==> src/rtl/spi_slave_pkg.sv <==
// -----------------------------------------------------------------------------
// spi_slave_pkg
// Shared definitions for the SPI slave register block: byte geometry, command
// byte layout, FSM state encoding and the layout of the status byte that is
// shifted out on MISO while the command byte is being received.
// -----------------------------------------------------------------------------
package spi_slave_pkg;

  localparam int BYTE_W     = 8;
  localparam int CMD_RD_BIT = 7;   // command bit 7: 1 = read-only frame

  // Status byte layout: {err, 3'b0, wr_toggle, 3'b0}
  localparam int STAT_ERR_BIT = 7;
  localparam int STAT_TOG_BIT = 3;

  typedef enum logic [1:0] {
    ST_ADDR,
    ST_DATA,
    ST_DROP
  } state_t;

  function automatic logic [BYTE_W-1:0] status_byte(input logic err, input logic tog);
    logic [BYTE_W-1:0] s;
    s               = '0;
    s[STAT_ERR_BIT] = err;
    s[STAT_TOG_BIT] = tog;
    return s;
  endfunction

endpackage

==> src/rtl/spi_slave_regs_if.sv <==
// -----------------------------------------------------------------------------
// spi_slave_regs_if
// The three SPI link wires between the AHB SPI master and this slave.
//   spi_ss_n_i  : slave select, active low (master -> slave)
//   spi_mosi_i  : serial data, MSB first    (master -> slave)
//   spi_miso_o  : serial data, MSB first    (slave  -> master)
// The _i/_o suffixes are from the slave's point of view.
// -----------------------------------------------------------------------------
interface spi_slave_regs_if;
  logic spi_ss_n_i;
  logic spi_mosi_i;
  logic spi_miso_o;

  modport master (
    output spi_ss_n_i,
    output spi_mosi_i,
    input  spi_miso_o
  );

  modport slave (
    input  spi_ss_n_i,
    input  spi_mosi_i,
    output spi_miso_o
  );
endinterface

==> src/rtl/spi_byte_shifter.sv <==
// -----------------------------------------------------------------------------
// spi_byte_shifter
// Bit-level SPI engine, mode 0, rising edge only.
//   SPI_clk_x   : SPI serial clock
//   HRESETn     : async active-low reset (clears the MISO output flop)
//   clr_i       : async frame clear (reset or slave deselected); clears the
//                 bit counter and both shift registers
//   mosi_i      : serial input
//   load_i      : on this edge present load_byte_i on MISO (MSB now)
//   load_byte_i : byte to serialise
//   rx_byte_o   : byte formed by the 7 stored bits plus the live MOSI bit;
//                 meaningful when byte_done_o is high
//   byte_done_o : high during the bit time whose rising edge completes a byte
//   bit_cnt_o   : bits already received in the current byte
//   miso_o      : registered serial output
// -----------------------------------------------------------------------------
module spi_byte_shifter
  import spi_slave_pkg::*;
(
  input  logic              SPI_clk_x,
  input  logic              HRESETn,
  input  logic              clr_i,
  input  logic              mosi_i,
  input  logic              load_i,
  input  logic [BYTE_W-1:0] load_byte_i,
  output logic [BYTE_W-1:0] rx_byte_o,
  output logic              byte_done_o,
  output logic [2:0]        bit_cnt_o,
  output logic              miso_o
);

  logic [2:0]        bit_cnt_q, bit_cnt_d;
  logic [BYTE_W-2:0] in_sr_q, in_sr_d;     // the 8th bit is taken live from MOSI
  logic [BYTE_W-1:0] out_sr_q, out_sr_d;
  logic              miso_q, miso_d;

  assign rx_byte_o   = {in_sr_q, mosi_i};
  assign byte_done_o = (bit_cnt_q == 3'd7);
  assign bit_cnt_o   = bit_cnt_q;
  assign miso_o      = miso_q;

  always_comb begin
    bit_cnt_d = bit_cnt_q + 3'd1;          // wraps 7 -> 0 at byte end
    in_sr_d   = rx_byte_o[BYTE_W-2:0];
    if (load_i) begin
      miso_d   = load_byte_i[BYTE_W-1];
      out_sr_d = {load_byte_i[BYTE_W-2:0], 1'b0};
    end else begin
      miso_d   = out_sr_q[BYTE_W-1];
      out_sr_d = {out_sr_q[BYTE_W-2:0], 1'b0};
    end
  end

  always_ff @(posedge SPI_clk_x or posedge clr_i) begin
    if (clr_i) begin
      bit_cnt_q <= '0;
      in_sr_q   <= '0;
      out_sr_q  <= '0;
    end else begin
      bit_cnt_q <= bit_cnt_d;
      in_sr_q   <= in_sr_d;
      out_sr_q  <= out_sr_d;
    end
  end

  // MISO holds its last bit across deselect; only reset returns it to 0.
  always_ff @(posedge SPI_clk_x or negedge HRESETn) begin
    if (!HRESETn) miso_q <= 1'b0;
    else          miso_q <= miso_d;
  end

endmodule

==> src/rtl/spi_slave_regs.sv <==
// -----------------------------------------------------------------------------
// spi_slave_regs
// SPI slave register bank clocked by the SPI serial clock. Frame: ss_n low,
// command byte {RD, index[6:0]}, then data bytes written (RD=0) to successive
// registers with index wrap. Read-back data streams out on MISO.
//   SPI_clk_x   : SPI serial clock (mode 0, rising edge)
//   HRESETn     : async active-low reset
//   spi         : SPI link (ss_n, mosi, miso), slave modport
//   regs_o      : flattened bank, reg k at [8k+7:8k]
//   wr_toggle_o : inverts once per committed data-byte write
//   last_idx_o  : index of the most recent committed write
//   err_o       : sticky, a frame addressed an index >= NUM_REGS
// -----------------------------------------------------------------------------
module spi_slave_regs
  import spi_slave_pkg::*;
#(
  parameter  int NUM_REGS = 8,
  localparam int IDX_W    = $clog2(NUM_REGS)
) (
  input  logic                     SPI_clk_x,
  input  logic                     HRESETn,
  spi_slave_regs_if.slave          spi,
  output logic [NUM_REGS*8-1:0]    regs_o,
  output logic                     wr_toggle_o,
  output logic [IDX_W-1:0]         last_idx_o,
  output logic                     err_o
);

  // Frame-scoped state is cleared whenever the slave is deselected.
  logic frame_clr;
  assign frame_clr = ~HRESETn | spi.spi_ss_n_i;

  logic [BYTE_W-1:0] rx_byte;
  logic              byte_done;
  logic [2:0]        bit_cnt;
  logic              load;
  logic [BYTE_W-1:0] load_byte;
  logic              miso;

  spi_byte_shifter u_shifter (
    .SPI_clk_x   (SPI_clk_x),
    .HRESETn     (HRESETn),
    .clr_i       (frame_clr),
    .mosi_i      (spi.spi_mosi_i),
    .load_i      (load),
    .load_byte_i (load_byte),
    .rx_byte_o   (rx_byte),
    .byte_done_o (byte_done),
    .bit_cnt_o   (bit_cnt),
    .miso_o      (miso)
  );

  assign spi.spi_miso_o = miso;

  state_t             state_q, state_d;
  logic [IDX_W-1:0]   idx_q, idx_d;
  logic               rd_q, rd_d;
  logic               wr_en;
  logic               err_set;
  logic [IDX_W-1:0]   rd_idx;
  logic [6:0]         cmd_idx;
  logic               tog_q;
  logic [IDX_W-1:0]   last_idx_q;
  logic               err_q;
  logic [NUM_REGS*8-1:0] bank_flat;

  assign cmd_idx = rx_byte[6:0];

  always_comb begin
    state_d   = state_q;
    idx_d     = idx_q;
    rd_d      = rd_q;
    wr_en     = 1'b0;
    err_set   = 1'b0;
    load      = 1'b0;
    load_byte = '0;
    rd_idx    = idx_q;
    case (state_q)
      ST_ADDR: begin
        // First edge of a frame: load the status byte. Its MSB is driven after
        // edge 1, so the master sees status bits [7:1] at edges 2..8; bit 0 is
        // always zero and is the one that does not fit.
        if (bit_cnt == 3'd0) begin
          load      = 1'b1;
          load_byte = status_byte(err_q, tog_q);
        end
        if (byte_done) begin
          load = 1'b1;
          rd_d = rx_byte[CMD_RD_BIT];
          if (int'(cmd_idx) >= NUM_REGS) begin
            state_d   = ST_DROP;
            err_set   = 1'b1;
            load_byte = '0;
          end else begin
            state_d   = ST_DATA;
            idx_d     = cmd_idx[IDX_W-1:0];
            rd_idx    = cmd_idx[IDX_W-1:0];
            load_byte = bank_flat[rd_idx*BYTE_W +: BYTE_W];
          end
        end
      end
      ST_DATA: begin
        if (byte_done) begin
          wr_en     = ~rd_q;
          idx_d     = idx_q + 1'b1;    // natural wrap, NUM_REGS is a power of two
          rd_idx    = idx_q + 1'b1;
          load      = 1'b1;
          // reg[idx+1] is never the register written on this edge
          load_byte = bank_flat[rd_idx*BYTE_W +: BYTE_W];
        end
      end
      ST_DROP: begin
        if (byte_done) begin
          load      = 1'b1;
          load_byte = '0;
        end
      end
      default: state_d = ST_ADDR;
    endcase
  end

  always_ff @(posedge SPI_clk_x or posedge frame_clr) begin
    if (frame_clr) begin
      state_q <= ST_ADDR;
      idx_q   <= '0;
      rd_q    <= 1'b0;
    end else begin
      state_q <= state_d;
      idx_q   <= idx_d;
      rd_q    <= rd_d;
    end
  end

  genvar gi;
  generate
    for (gi = 0; gi < NUM_REGS; gi++) begin : g_bank
      logic [BYTE_W-1:0] reg_q;
      always_ff @(posedge SPI_clk_x or negedge HRESETn) begin
        if (!HRESETn)
          reg_q <= '0;
        else if (wr_en && (idx_q == IDX_W'(gi)))
          reg_q <= rx_byte;
      end
      assign bank_flat[gi*BYTE_W +: BYTE_W] = reg_q;
    end
  endgenerate

  always_ff @(posedge SPI_clk_x or negedge HRESETn) begin
    if (!HRESETn) begin
      tog_q      <= 1'b0;
      last_idx_q <= '0;
      err_q      <= 1'b0;
    end else begin
      if (wr_en) begin
        tog_q      <= ~tog_q;
        last_idx_q <= idx_q;
      end
      if (err_set) err_q <= 1'b1;
    end
  end

  assign regs_o      = bank_flat;
  assign wr_toggle_o = tog_q;
  assign last_idx_o  = last_idx_q;
  assign err_o       = err_q;

endmodule

==> src/flat_wrapper.sv <==
// flat-port wrapper written by rule: the top's interface ports become plain ports
module spi_slave_regs_flat import spi_slave_pkg::*;
#(
  parameter  int NUM_REGS = 8,
  localparam int IDX_W    = $clog2(NUM_REGS)
)
  (SPI_clk_x, HRESETn, regs_o, wr_toggle_o, last_idx_o, err_o, spi_spi_ss_n_i, spi_spi_mosi_i, spi_spi_miso_o);
  spi_slave_regs_if spi_i ();
  input  logic SPI_clk_x;
  input  logic HRESETn;
  output logic [NUM_REGS*8-1:0] regs_o;
  output logic wr_toggle_o;
  output logic [IDX_W-1:0] last_idx_o;
  output logic err_o;
  input wire logic [$bits(spi_i.spi_ss_n_i)-1:0] spi_spi_ss_n_i;
  input wire logic [$bits(spi_i.spi_mosi_i)-1:0] spi_spi_mosi_i;
  output wire logic [$bits(spi_i.spi_miso_o)-1:0] spi_spi_miso_o;
  assign spi_i.spi_ss_n_i = spi_spi_ss_n_i;
  assign spi_i.spi_mosi_i = spi_spi_mosi_i;
  assign spi_spi_miso_o = spi_i.spi_miso_o;
  spi_slave_regs #(.NUM_REGS(NUM_REGS)) u_core (.SPI_clk_x(SPI_clk_x), .HRESETn(HRESETn), .spi(spi_i), .regs_o(regs_o), .wr_toggle_o(wr_toggle_o), .last_idx_o(last_idx_o), .err_o(err_o));
endmodule
==> config.mk <==
export PLATFORM = sky130hd
export DESIGN_NAME = spi_slave_regs_flat
export DESIGN_NICKNAME = d
export VERILOG_FILES = /design/src/rtl/spi_slave_pkg.sv /design/src/rtl/spi_slave_regs_if.sv /design/src/rtl/spi_byte_shifter.sv /design/src/rtl/spi_slave_regs.sv /design/src/flat_wrapper.sv
export SDC_FILE = /design/constraint.sdc
export NUM_CORES = 1
export LEC_CHECK = 0
export CORE_MARGIN = 2
export CORE_UTILIZATION = 56
export CTS_BUF_LIST = sky130_fd_sc_hd__clkbuf_4 sky130_fd_sc_hd__clkbuf_8
export CTS_CLUSTER_SIZE = 20
export DETAILED_ROUTE_END_ITERATION = 10
export GPL_TIMING_DRIVEN = 0
export PLACE_DENSITY = 0.82
export SLEW_MARGIN = 20
export SYNTH_ARGS = -nofsm -noshare
export SYNTH_HDL_FRONTEND = slang
export SYNTH_SLANG_ARGS = --single-unit
==> constraint.sdc <==
create_clock -name SPI_clk_x -period 3 [get_ports SPI_clk_x]
set_input_delay 0.3 -clock SPI_clk_x [delete_from_list [all_inputs] [get_ports SPI_clk_x]]
set_output_delay 0.3 -clock SPI_clk_x [all_outputs]
set_load 0.01 [all_outputs]
* Word-level counts from Yosys, hierarchy flattened
Index checks and enable logic that the tools add are counted.
** Word-level totals
- Register bits :: 94
- Input port bits :: 4
- Output and inout bits :: 70
** Cells by class
- $add $sub $neg :: 2
- $lt $le $gt $ge :: 1
- Eq/ne operators :: 13
- Shift-type cells :: 2
- Multiplexer cells :: 23
- Bitwise gates (word level) :: 5
- Reductions and logical operators :: 16
** Operator list (count)
- $shiftx A64 B7 Y8 :: 2
- $mux W8 :: 5
- $pmux W8 S2 :: 1
- $eq A3 B3 Y1 const B :: 5
- $mux W1 :: 9
- $mux W3 :: 3
- $logic_and A1 B1 Y1 :: 8
- $ge A7 B4 Y1 const B :: 1
- $add A3 B1 Y3 const B :: 2
- $eq A3 B2 Y1 const B :: 2
- $logic_not A3 Y1 :: 2
- $pmux W3 S2 :: 1
- $mux W2 :: 2
- $ne A2 B1 Y1 const B :: 2
- $not A1 Y1 :: 4
- $pmux W2 S2 :: 1
- $reduce_and A2 Y1 :: 2
- $reduce_and A4 Y1 :: 1
- $eq A3 B1 Y1 const B :: 1
- $eq A2 B1 Y1 const B :: 1
- $eq A2 B2 Y1 const B :: 1
- $logic_not A2 Y1 :: 1
- $ne A2 B2 Y1 const B :: 1
- $pmux W1 S2 :: 1
- other kinds (3) :: 3

* Longest topological paths before layout
Gate-level depths: netlist of the first run.
- Depth after elaboration :: 5
- Gate-level depth with buffers :: 8
- Depth with buffers taken out :: 6

* Hierarchy
Synthesis of the first run repeated with hierarchy kept, for this count alone.
** Second synthesis, totals
- Cells, all modules :: 314
- Area total of the unflattened synthesis :: 4778.3 µm²
** Modules (own cells, without submodules)
- spi_slave_regs :: times used 1, cells each 282, area an instance 4164.0 µm², seq. area each 1876.8 µm²
- spi_byte_shifter :: times used 1, cells each 32, area an instance 614.3 µm², seq. area each 450.4 µm²

* Worst setup path after synthesis of the first run
No wires, ideal clock.
- Kind :: flip-flop to flip-flop
- From :: reg u_core.idx_q[0]
- To :: reg u_core.u_shifter.out_sr_q[2]
- Library setup time :: 132 ps
- Arrival time :: 2141 ps
- Required time :: 2868 ps
- Slack :: 727 ps
- Stages on the path, launching flop included :: 9
- Buffers on the path :: 3
- Cells stage by stage :: dfrtp_1 clkbuf_8 inv_2 ha_1 buf_4 buf_2 mux4_1 mux2i_1 o221ai_2
** Between the ends
- Longest elaborated chain between the ends :: 5
** RTL lines
- from (decl) :: RTL line spi_slave_regs.sv:56 : logic [IDX_W-1:0] idx_q, idx_d;
- from (signal assigned) :: RTL line spi_slave_regs.sv:129 : idx_q <= idx_d;
- $add A3 B1 Y3 :: RTL line spi_slave_regs.sv:106 : rd_idx = idx_q + 1'b1;
- $shiftx A64 B7 Y8 :: RTL line spi_slave_regs.sv:109 : load_byte = bank_flat[rd_idx*BYTE_W +: BYTE_W];
- $mux W8 :: RTL line spi_slave_regs.sv:103 : if (byte_done) begin
- $pmux W8 S2 :: RTL line spi_slave_regs.sv:78 : case (state_q)
- $mux W8 :: RTL line spi_byte_shifter.sv:45 : if (load_i) begin
- net u_core.u_shifter.out_sr_d[2] :: RTL line spi_byte_shifter.sv:34 : logic [BYTE_W-1:0] out_sr_q, out_sr_d;
- to (signal assigned) :: RTL line spi_byte_shifter.sv:62 : out_sr_q <= out_sr_d;
- to (decl) :: RTL line spi_byte_shifter.sv:34
The timed path passes the listed nets, and every way through them passes these cells.
A chain may end at the register's enable or synchronous reset.

* Final worst setup path of the first run
- From :: reg u_core.idx_q[0]
- To :: reg u_core.u_shifter.out_sr_q[3]
The elaborated chain is that of the path after synthesis.

==> impl_results.md, run 1 <==
- Status: complete, no violations
- Worst Path Max Fanout: 10
- Die area: 0.00922 mm2
- Max Clock Skew: between 8 and 9 ps
- Cell area after synthesis: between 0.004 and 0.005 mm2
- Yosys reg bits: 93
- Pwr dens: 448 mW/mm2
- Drt total wl: approximately 11,000 um
- Hold-fix buffers, CTS: 1
- Vias in the first global route: about 3,200
- Crit Path Class: reg2reg
- Fmax: around 370 MHz
- Core Area: slightly above 0.008 mm2
- # fillers: between 500 and 600
- Fin. Hold Viols: 0
- GPL Wtd Cong: around 0.82
- # clock sinks: 93
- Avg WL per Cell: between 20 and 25 um
- Synth cell types: 38
- Slowest stage delay, CP: slightly above 600 ps
- Post-DR vias/cell: roughly 6.1
- Antenna diodes: 0
- Largest net degree at the start of global routing: 44
- Grt total ovfl: 0
- Detail Route Antenna Nets: 0
- Async SR Flop Fraction: 100%
- Post-synth EDFFs: 0
- Worst Reg-to-Reg Cells: 8
- Max Cap Viol: 0
- GRT Total Usage: approximately a quarter
- WHS Endpoint: u_core.u_shifter.in_sr_q[5]
- Share of layout cells above drive strength 1: between 30% and 40%
- Syn Area/Cell: about 16 um2
- Min-delay src: u_core.u_shifter.in_sr_q[4]
- Crit-path slowest cell: mux4_1
- VDD IR max: 245 uV
- Placed insts: a little under 500
- Non-filler instance count after layout: 500
- Die W: approximately 96 um
- Drt first pass iters: 4
- Post-layout util: around 71%
- Synth Warn #: 0
- First-pass GRT wire length: 17,700 um
- Area of the multi-input gates: 0.00226 mm2
- Die H: approximately 96 um
- Pleak: between 2 and 3 nW
- Reg2Reg Launch Point: u_core.idx_q[0]
- Hold Path Class: reg2reg
- Starting density of the core: a little under 60%
- Resize count post-CTS: 0
- Worst slew margin: 50.7%
- Synthesis-to-finish area growth: 22.9%
- Row count: 33
- Final setup fails: 0
- CTS tree: done
- Initial drt markers: between 150 and 200
- Final min period: around 2700 ps
- Clock transition at path regs: ~80 ps
- Finished Cell Area: 0.00582 mm2
- RSZ-0062 raised after global routing: no
- Final period util: between 80 and 90%
- WP data required: 3240 ps
- Worst Setup End Kind: flop
- DR DRC count: 0
- Critical path cell sequence: clkbuf_8 > inv_2 > ha_1 > buf_4 > buf_2 > mux4_1 > mux2i_1 > o221ai_2
- CTS H-tree depth: 3
- Nets: between 400 and 500
- CTS Buf Count: 9
- Port buffer count: 73
- Initial antenna violation count: 0
- Post-CTS Setup Bufs: 0
- Clock latency on the worst-skew pair: 370 ps
- Worst-margin pin slew: 740 ps
- Storage cell area: roughly 0.0023 mm2
- Post-Synthesis Cells: a little over 300
- Top FF cell, synth: dfrtp_1
- Register area share after synthesis: between 40% and 50%
- Worst Hold Path Cells: 0
- Critical Path AT: around 2900 ps
- Post-DP HPWL: 7690 um
- Reg2reg end: u_core.u_shifter.out_sr_q[3]
- Slew Limit Fails: 0
- Placement-stage cell area: between 0.005 and 0.006 mm2
- CTS root buffer: clkbuf_8
- FF-to-FF setup slack: ~330 ps
- Total number of vias: 3,061
- I/O pins: between 70 and 80
- Setup TNS Final: 0 ps
- Syn nets: 320
- Startpoint Class: flop
- Clock Tree Buf Depth: 2
-- cells in the final DEF, fill, tap and decap left out, drive strengths merged --
| cell type | Yosys | layout |
|---|---|---|
| nand3b | 1 | 1 |
| a22oi | 2 | 2 |
| nand2b | 1 | 1 |
| nor2b | 3 | 3 |
| clkinv | 0 | 1 |
| and2 | 2 | 2 |
| o21bai | 1 | 1 |
| inv | 10 | 10 |
| clkdlybuf4s50 | 0 | 72 |
| mux4 | 32 | 32 |
| o221ai | 7 | 7 |
| nand3 | 3 | 3 |
| clkinvlp | 0 | 2 |
| or3 | 1 | 1 |
| mux2 | 69 | 69 |
| clkbuf | 9 | 22 |
| ha | 12 | 12 |
| nand2 | 12 | 12 |
| dlygate4sd3 | 0 | 1 |
| o31ai | 4 | 4 |
| and4b | 1 | 1 |
| a31oi | 1 | 1 |
| o21ai | 7 | 7 |
| o22ai | 1 | 1 |
| and3b | 2 | 2 |
| buf | 9 | 11 |
| nor2 | 1 | 1 |
| mux2i | 17 | 17 |
| xor2 | 1 | 1 |
| nor4 | 1 | 1 |
| a21oi | 1 | 1 |
| dfrtp | 93 | 93 |
-- worst max-delay path, delay by kind of cell (launching register included) --
kind | cells | cell delay, ps
AOI/OAI and AO/OA | 1 | 130
buffers and inverters | 4 | 890
adders and majority gates | 1 | 310
muxes | 2 | 800
DFF | 1 | 420
-- sequential cells by signal, summed over array words and instances (netlist names), 2 cells and up --
name                        count
u_core.u_shifter.in_sr_q        7
u_core.last_idx_o               3
u_core.g_bank.reg_q            64
u_core.u_shifter.out_sr_q       7
u_core.idx_q                    3
u_core.u_shifter.bit_cnt_o      3
u_core.state_q                  2
-- area by class of cell --
cell class | count | share of cell area (%)
Buffer | 18 | 2.02
Clock buffer | 13 | 2.86
Clock inverter | 3 | 0.344
Inverter | 10 | 0.645
Multi-Input combinational cell | 183 | 38.9
Sequential cell | 93 | 40.0
Tap cell | 105 | 2.26
Timing Repair Buffer | 75 | 13.0
-- through the flow --
step | power (W) | setup WS (ps) | hold slack (ps)
floorplan | 0.00167 | 727 | 4.41
global placement | 0.00182 | -2150 | 357
detailed placement | 0.00184 | 315 | 254
CTS | 0.00263 | 301 | 380
global route | 0.00272 | 210 | 398
finish | 0.00261 | 328 | 380
-- logic make-up after synthesis --
logic type	count (synthesis)	share of synthesized area (%)
flip-flops	93	49.1
XOR/XNOR	1	0.185
multiplexers	118	36.3
adder cells (fa/ha/maj)	12	3.17
buffers and inverters	28	3.27
AND/OR/NAND/NOR	28	3.70
AO/OA/AOI/OAI	24	4.30
-- synthesized netlist by cell type (all sizes together) (2+ instances only) --
master | count | share of area, %
a22oi | 2 | 0.32
and2 | 2 | 0.26
and3b | 2 | 0.37
buf | 9 | 1.3
clkbuf | 9 | 1.2
dfrtp | 93 | 49
ha | 12 | 3.2
inv | 10 | 0.79
mux2 | 69 | 16
mux2i | 17 | 3.6
mux4 | 32 | 16
nand2 | 12 | 1.1
nand3 | 3 | 0.32
nor2b | 3 | 0.40
o21ai | 7 | 0.74
o221ai | 7 | 2.0
o31ai | 4 | 0.63
-- worst max path at each step --
stage | startpoint | to | slack [ps] | cells past startpoint
finish | u_core.idx_q[0] | u_core.u_shifter.out_sr_q[3] | 330 | 8
global route | u_core.idx_q[0] | u_core.u_shifter.out_sr_q[3] | 210 | 8
CTS | u_core.idx_q[0] | u_core.u_shifter.out_sr_q[3] | 300 | 8
detailed placement | u_core.idx_q[0] | u_core.u_shifter.out_sr_q[3] | 310 | 8
global placement | HRESETn | u_core.u_shifter.in_sr_q[4] | -2150 | 2
floorplan | u_core.idx_q[0] | u_core.u_shifter.out_sr_q[2] | 730 | 8
-- metal layers --
layer  track usage, %  part of all wire (%)  routed length [um]  up-vias
met5                0                     0                   0        -
met4             11.3                   2.7                 299        0
met3             3.21                   4.1                 463       21
met2             41.8                    49                5490       84
met1             38.2                    44                4960     1614
li1                 -                     -                   -     1342
-- report_power, final --
part	leakage, nW	switching (W)	internal [W]
combinational	1.36	0.000243	0.000219
sequential	1.25	0.0000482	0.00130
clock	0.0925	0.000430	0.000364
total	2.70	0.000721	0.00189
Power figures use the tool's default switching activity.
==> run 2, diff against run 1 <==
--- a/config.mk
+++ b/config.mk
@@ -5,14 +5,14 @@
 export SDC_FILE = /design/constraint.sdc
 export NUM_CORES = 1
 export LEC_CHECK = 0
+export ABC_AREA = 1
 export CORE_MARGIN = 2
-export CORE_UTILIZATION = 56
+export CORE_UTILIZATION = 51
 export CTS_BUF_LIST = sky130_fd_sc_hd__clkbuf_4 sky130_fd_sc_hd__clkbuf_8
 export CTS_CLUSTER_SIZE = 20
 export DETAILED_ROUTE_END_ITERATION = 10
 export GPL_TIMING_DRIVEN = 0
-export PLACE_DENSITY = 0.82
-export SLEW_MARGIN = 20
+export PLACE_DENSITY = 0.78
 export SYNTH_ARGS = -nofsm -noshare
 export SYNTH_HDL_FRONTEND = slang
 export SYNTH_SLANG_ARGS = --single-unit
==> constraint.sdc (replaced) <==
create_clock -name SPI_clk_x -period 2.3 [get_ports SPI_clk_x]
set_input_delay 0.23 -clock SPI_clk_x [delete_from_list [all_inputs] [get_ports SPI_clk_x]]
set_output_delay 0.23 -clock SPI_clk_x [all_outputs]
set_load 0.01 [all_outputs]
==> run 2 against run 1 <==
Against the previous run: the flow now finishes with violations (hold timing); synthesized cell count rose by 100%; critical path depth rose by 3; combinational power rose by 140%; critical endpoint is now u_core.u_shifter.miso_o; core utilization fell by 5.3 points; setup slack got worse by 230 ps; via count rose by 57%; highest routed layer unchanged; non-clock buffer count rose by 17; total power rose by 54%; die area rose by 14%.
==> impl_results.md, run 2 <==
- Worst Setup End Kind: flop
- Logic pwr share: 27.6% (+9.9 points)
- Starting density of the core: 53.0% (-4.6 points)
- Setup TNS Final: 0 ps (unchanged)
- Pleak: 2.88 nW (+6.8%)
- Syn Area/Cell: 8.04 um2 (-48%)
- FF-to-FF setup slack: 100 ps (-230 ps)
- Share of layout cells above drive strength 1: 12.0% (-22 points)
- Final setup fails: 0 (unchanged)
- Max Clock Skew: 15.4 ps (+6.49 ps)
- Top cell type's share of synthesized area: 47.0% (-2.1 points)
- Async SR Flop Fraction: 100% (unchanged)
- Clock latency on the worst-skew pair: 370 ps (about the same)
- Slowest stage delay, CP: 400 ps (-210 ps)
- Seq pwr share: 43.6% (-8.2 points)
- DR DRC count: 0 (unchanged)
- Post-DP HPWL: 11,700 um (+52%)
- Post-synth EDFFs: 0 (unchanged)
- Pwr dens: 658 mW/mm2 (+47%)
- Final period util: 95.6% (+6.5 points)
- Reg2Reg Launch Point: u_core.idx_q[0]
- Hold-fix buffers, CTS: 0 (-1)
- GRT Total Usage: 32.7% (+6.0 points)
- Placed insts: 818 (+69%)
- Crit Path Class: reg2reg
- Core Area: 0.00933 mm2 (+14%)
- Setup ws final: 101 ps (-226 ps)
- Regs by FF count: u_core.g_bank.reg_q x64, u_core.u_shifter.in_sr_q x7, u_core.u_shifter.out_sr_q x7
- Avg WL per Cell: 19.5 um (-13%)
- Detail Route Antenna Nets: 0 (unchanged)
- Die H: 102 um (+6.8%)
- Storage cell area: 0.00233 mm2 (unchanged)
- Hold WS: -15.0 ps (-395 ps)
- Clock transition at path regs: 90 ps (about the same)
- Port buffer count: 73 (unchanged)
- Critical Path AT: 2460 ps (-450 ps)
- Non-filler instance count after layout: 835 (+67%)
- Status: complete, but fails checks
- Yosys reg bits: 93 (unchanged)
- Commonest non-fill, non-tap cells in the layout: nand2_1 (162), dfrtp_1 (93), clkdlybuf4s50_1 (72)
- Row count: 35 (+6.1%)
- Final min period: 2200 ps (-474 ps)
- Routed wl met2: 7350 um (+34%)
- Crit-path slowest cell: dfrtp_1
- Post-Synthesis Cells: 615 (+100%)
- Synth cell count leaders: nand2_1 (162), dfrtp_1 (93), o21ai_0 (71)
- Worst Reg-to-Reg Cells: 11 (+3)
- CTS tree: done
- Post-DR vias/cell: 5.76 (-5.9%)
- Worst Path Max Fanout: 10 (unchanged)
- VDD IR max: 370 uV (+51%)
- Antenna diodes: 0 (unchanged)
- GPL Wtd Cong: 0.979 (+20%)
- Vias in the first global route: 4,648 (+44%)
- Total power: 0.00402 W (+54%)
- WP data required: 2560 ps (-680 ps)
- Initial drt markers: 371 (+130%)
- Setup WS pre-CTS: -255 ps (-570 ps)
- Area of the multi-input gates: 0.00225 mm2 (-0.83%)
- # fillers: 830 (+49%)
- M1 WL: 6970 um (+40%)
- Net Sw Frac: 34.6% (+7.0 points)
- Placement-stage cell area: 0.00585 mm2 (+4.0%)
- Reg2reg end: u_core.u_shifter.miso_o
- Drt total wl: 16,300 um (+46%)
- Die W: 102 um (+6.8%)
- First-pass GRT wire length: 25,400 um (+44%)
- Fmax: 455 MHz (+22%)
- Synth top area cells: dfrtp_1 (47%), nand2_1 (12%), o21ai_0 (7.2%)
- Initial antenna violation count: 0 (unchanged)
- Internal power: 0.00263 W (+39%)
- I/O pins: 74 (unchanged)
- Synth cell types: 26 (-32%)
- Yosys top cell by area: dfrtp_1
- Switch Pwr: 0.00139 W (+93%)
- Worst-margin pin slew: 896 ps (+156 ps)
- Syn nets: 631 (+97%)
- Met3 wire len: 1310 um (+180%)
- Largest net degree at the start of global routing: 72 (+64%)
- CTS H-tree depth: 3 (unchanged)
- Drt first pass iters: 5 (+1)
- Die area: 0.0105 mm2 (+14%)
- Synth Warn #: 0 (unchanged)
- Failing checks: hold timing
- Critical path cell sequence: buf_4 > ha_1 > ha_2 > inv_1 > nand3_1 > nand3_1 > nand2_1 > nand2_1 > nand2_1 > nand2_1 > nand2_1
- CTS root buffer: clkbuf_8
- # clock sinks: 93 (unchanged)
- Most common cell after layout, fill and taps aside: nand2_1
- Total number of vias: 4,812 (+57%)
- RSZ-0062 raised after global routing: yes
- Clock Tree Buf Depth: 2 (unchanged)
- Cell repeated most along the worst path: nand2_1
- Top reg by flops: u_core.g_bank.reg_q
- Max reg flops: 64 (unchanged)
- Cell area after synthesis: 0.00495 mm2 (+4.4%)
- Startpoint Class: flop
- Synthesis-to-finish area growth: 23.5%
- Top FF cell, synth: dfrtp_1
- Top routing layer used: met4
- Nets: 717 (+77%)
- Cell with the most instances after synthesis: nand2_1
- Fin. Hold Viols: 22 (+22)
- Slew Limit Fails: 0 (unchanged)
- CTS Buf Count: 9 (unchanged)
- Clk pwr share: 28.8% (-1.7 points)
- Grt total ovfl: 0 (unchanged)
- Worst slew margin: 40.3% (-10 points)
- Hold Path Class: in2async
- Finished Cell Area: 0.00611 mm2 (+5.0%)
- Register area share after synthesis: 47.0% (-2.1 points)
- Max Cap Viol: 0 (unchanged)
==> run 2: cell count changes in the layout (fill, tap and decap cells not counted), sizes merged, moves of 10 or more <==
cell	previous run	this run
mux2i	17	0
clkbuf	22	12
inv	10	44
mux2	69	0
o211ai	0	17
nand3	3	45
a21oi	1	13
nand2	12	169
buf	11	36
o21ai	7	123
nor2	1	59
mux4	32	0
==> run 2: stage by stage <==
step / hold WS (ps) / utilization [%]
4_1_cts: 11.4 / 65.0
3_5_place_dp: 364 / 62.8
3_3_place_gp: 353 / 62.6
5_1_grt: 58.9 / 65.5
2_1_floorplan: -65.6 / -
6_report: -15.0 / 65.5
==> run 2: final cells by class <==
type / instances / area share, %
repair buffers: 77 / 12.7
flip-flops and latches: 93 / 38.1
clock inverters: 6 / 1.13
multi-input cells: 444 / 36.7
plain buffers: 33 / 3.60
well taps: 129 / 2.64
inverters: 43 / 2.82
clock buffers: 10 / 2.25
==> run 2: per-layer routing <==
layer / vias to the layer above / GRT usage [%]
met4: 0 / 15.0
met5: - / 0
li1: 2203 / -
met1: 2313 / 46.3
met3: 43 / 6.78
met2: 253 / 48.6
==> run 2: logic make-up (layout without fill, tap and decap cells) <==
kind of cell    Yosys count  in the layout  synth area share [%]
compound gates          157            157                  17.9
xor+xnor                  1              1                 0.177
fa+ha+maj                12             12                  3.03
buf+inv                  78            169                  7.66
flops                    93             93                  47.0
simple gates            274            274                  24.2
==> run 2: critical path, delay by kind of cell (launching register included) <==
family	cells	cell delay (ps)
buffers and inverters	2	490
DFF	1	400
adders and majority gates	2	600
and+or+nand+nor	7	610
==> run 2: power by group through the flow <==
stage	sequential, W	clock, W	combinational (W)
global placement	0.00178	0	0.000965
detailed placement	0.00179	0	0.000985
global route	0.00176	0.00124	0.00121
CTS	0.00175	0.00117	0.00100
finish	0.00175	0.00116	0.00111
floorplan	0.00179	0	0.000642
==> run 2: how the worst max path moves through the flow <==
stage                    start                      endpoint
2_1_floorplan  u_core.idx_q[0]  u_core.u_shifter.out_sr_q[3]
3_3_place_gp           HRESETn               u_core.idx_q[2]
3_5_place_dp   u_core.idx_q[0]  u_core.u_shifter.out_sr_q[2]
4_1_cts        u_core.idx_q[0]  u_core.u_shifter.out_sr_q[4]
5_1_grt        u_core.idx_q[0]       u_core.u_shifter.miso_o
6_report       u_core.idx_q[0]       u_core.u_shifter.miso_o
==> run 2: timing repair <==
item,in CTS,in global routing
endpoints found under the setup margin,8,8
pin swaps,0,1
gates resized for setup,4,6
cloned,0,0
buffers inserted,0,3
==> run 3, diff against run 2 <==
--- a/config.mk
+++ b/config.mk
@@ -9,6 +9,7 @@
 export CORE_MARGIN = 2
 export CORE_UTILIZATION = 51
 export CTS_BUF_LIST = sky130_fd_sc_hd__clkbuf_4 sky130_fd_sc_hd__clkbuf_8
+export CTS_CLUSTER_DIAMETER = 60
 export CTS_CLUSTER_SIZE = 20
 export DETAILED_ROUTE_END_ITERATION = 10
 export GPL_TIMING_DRIVEN = 0
==> results of run 3 <==
No change in the layout: final DEF, timing and power equal those of run 2.
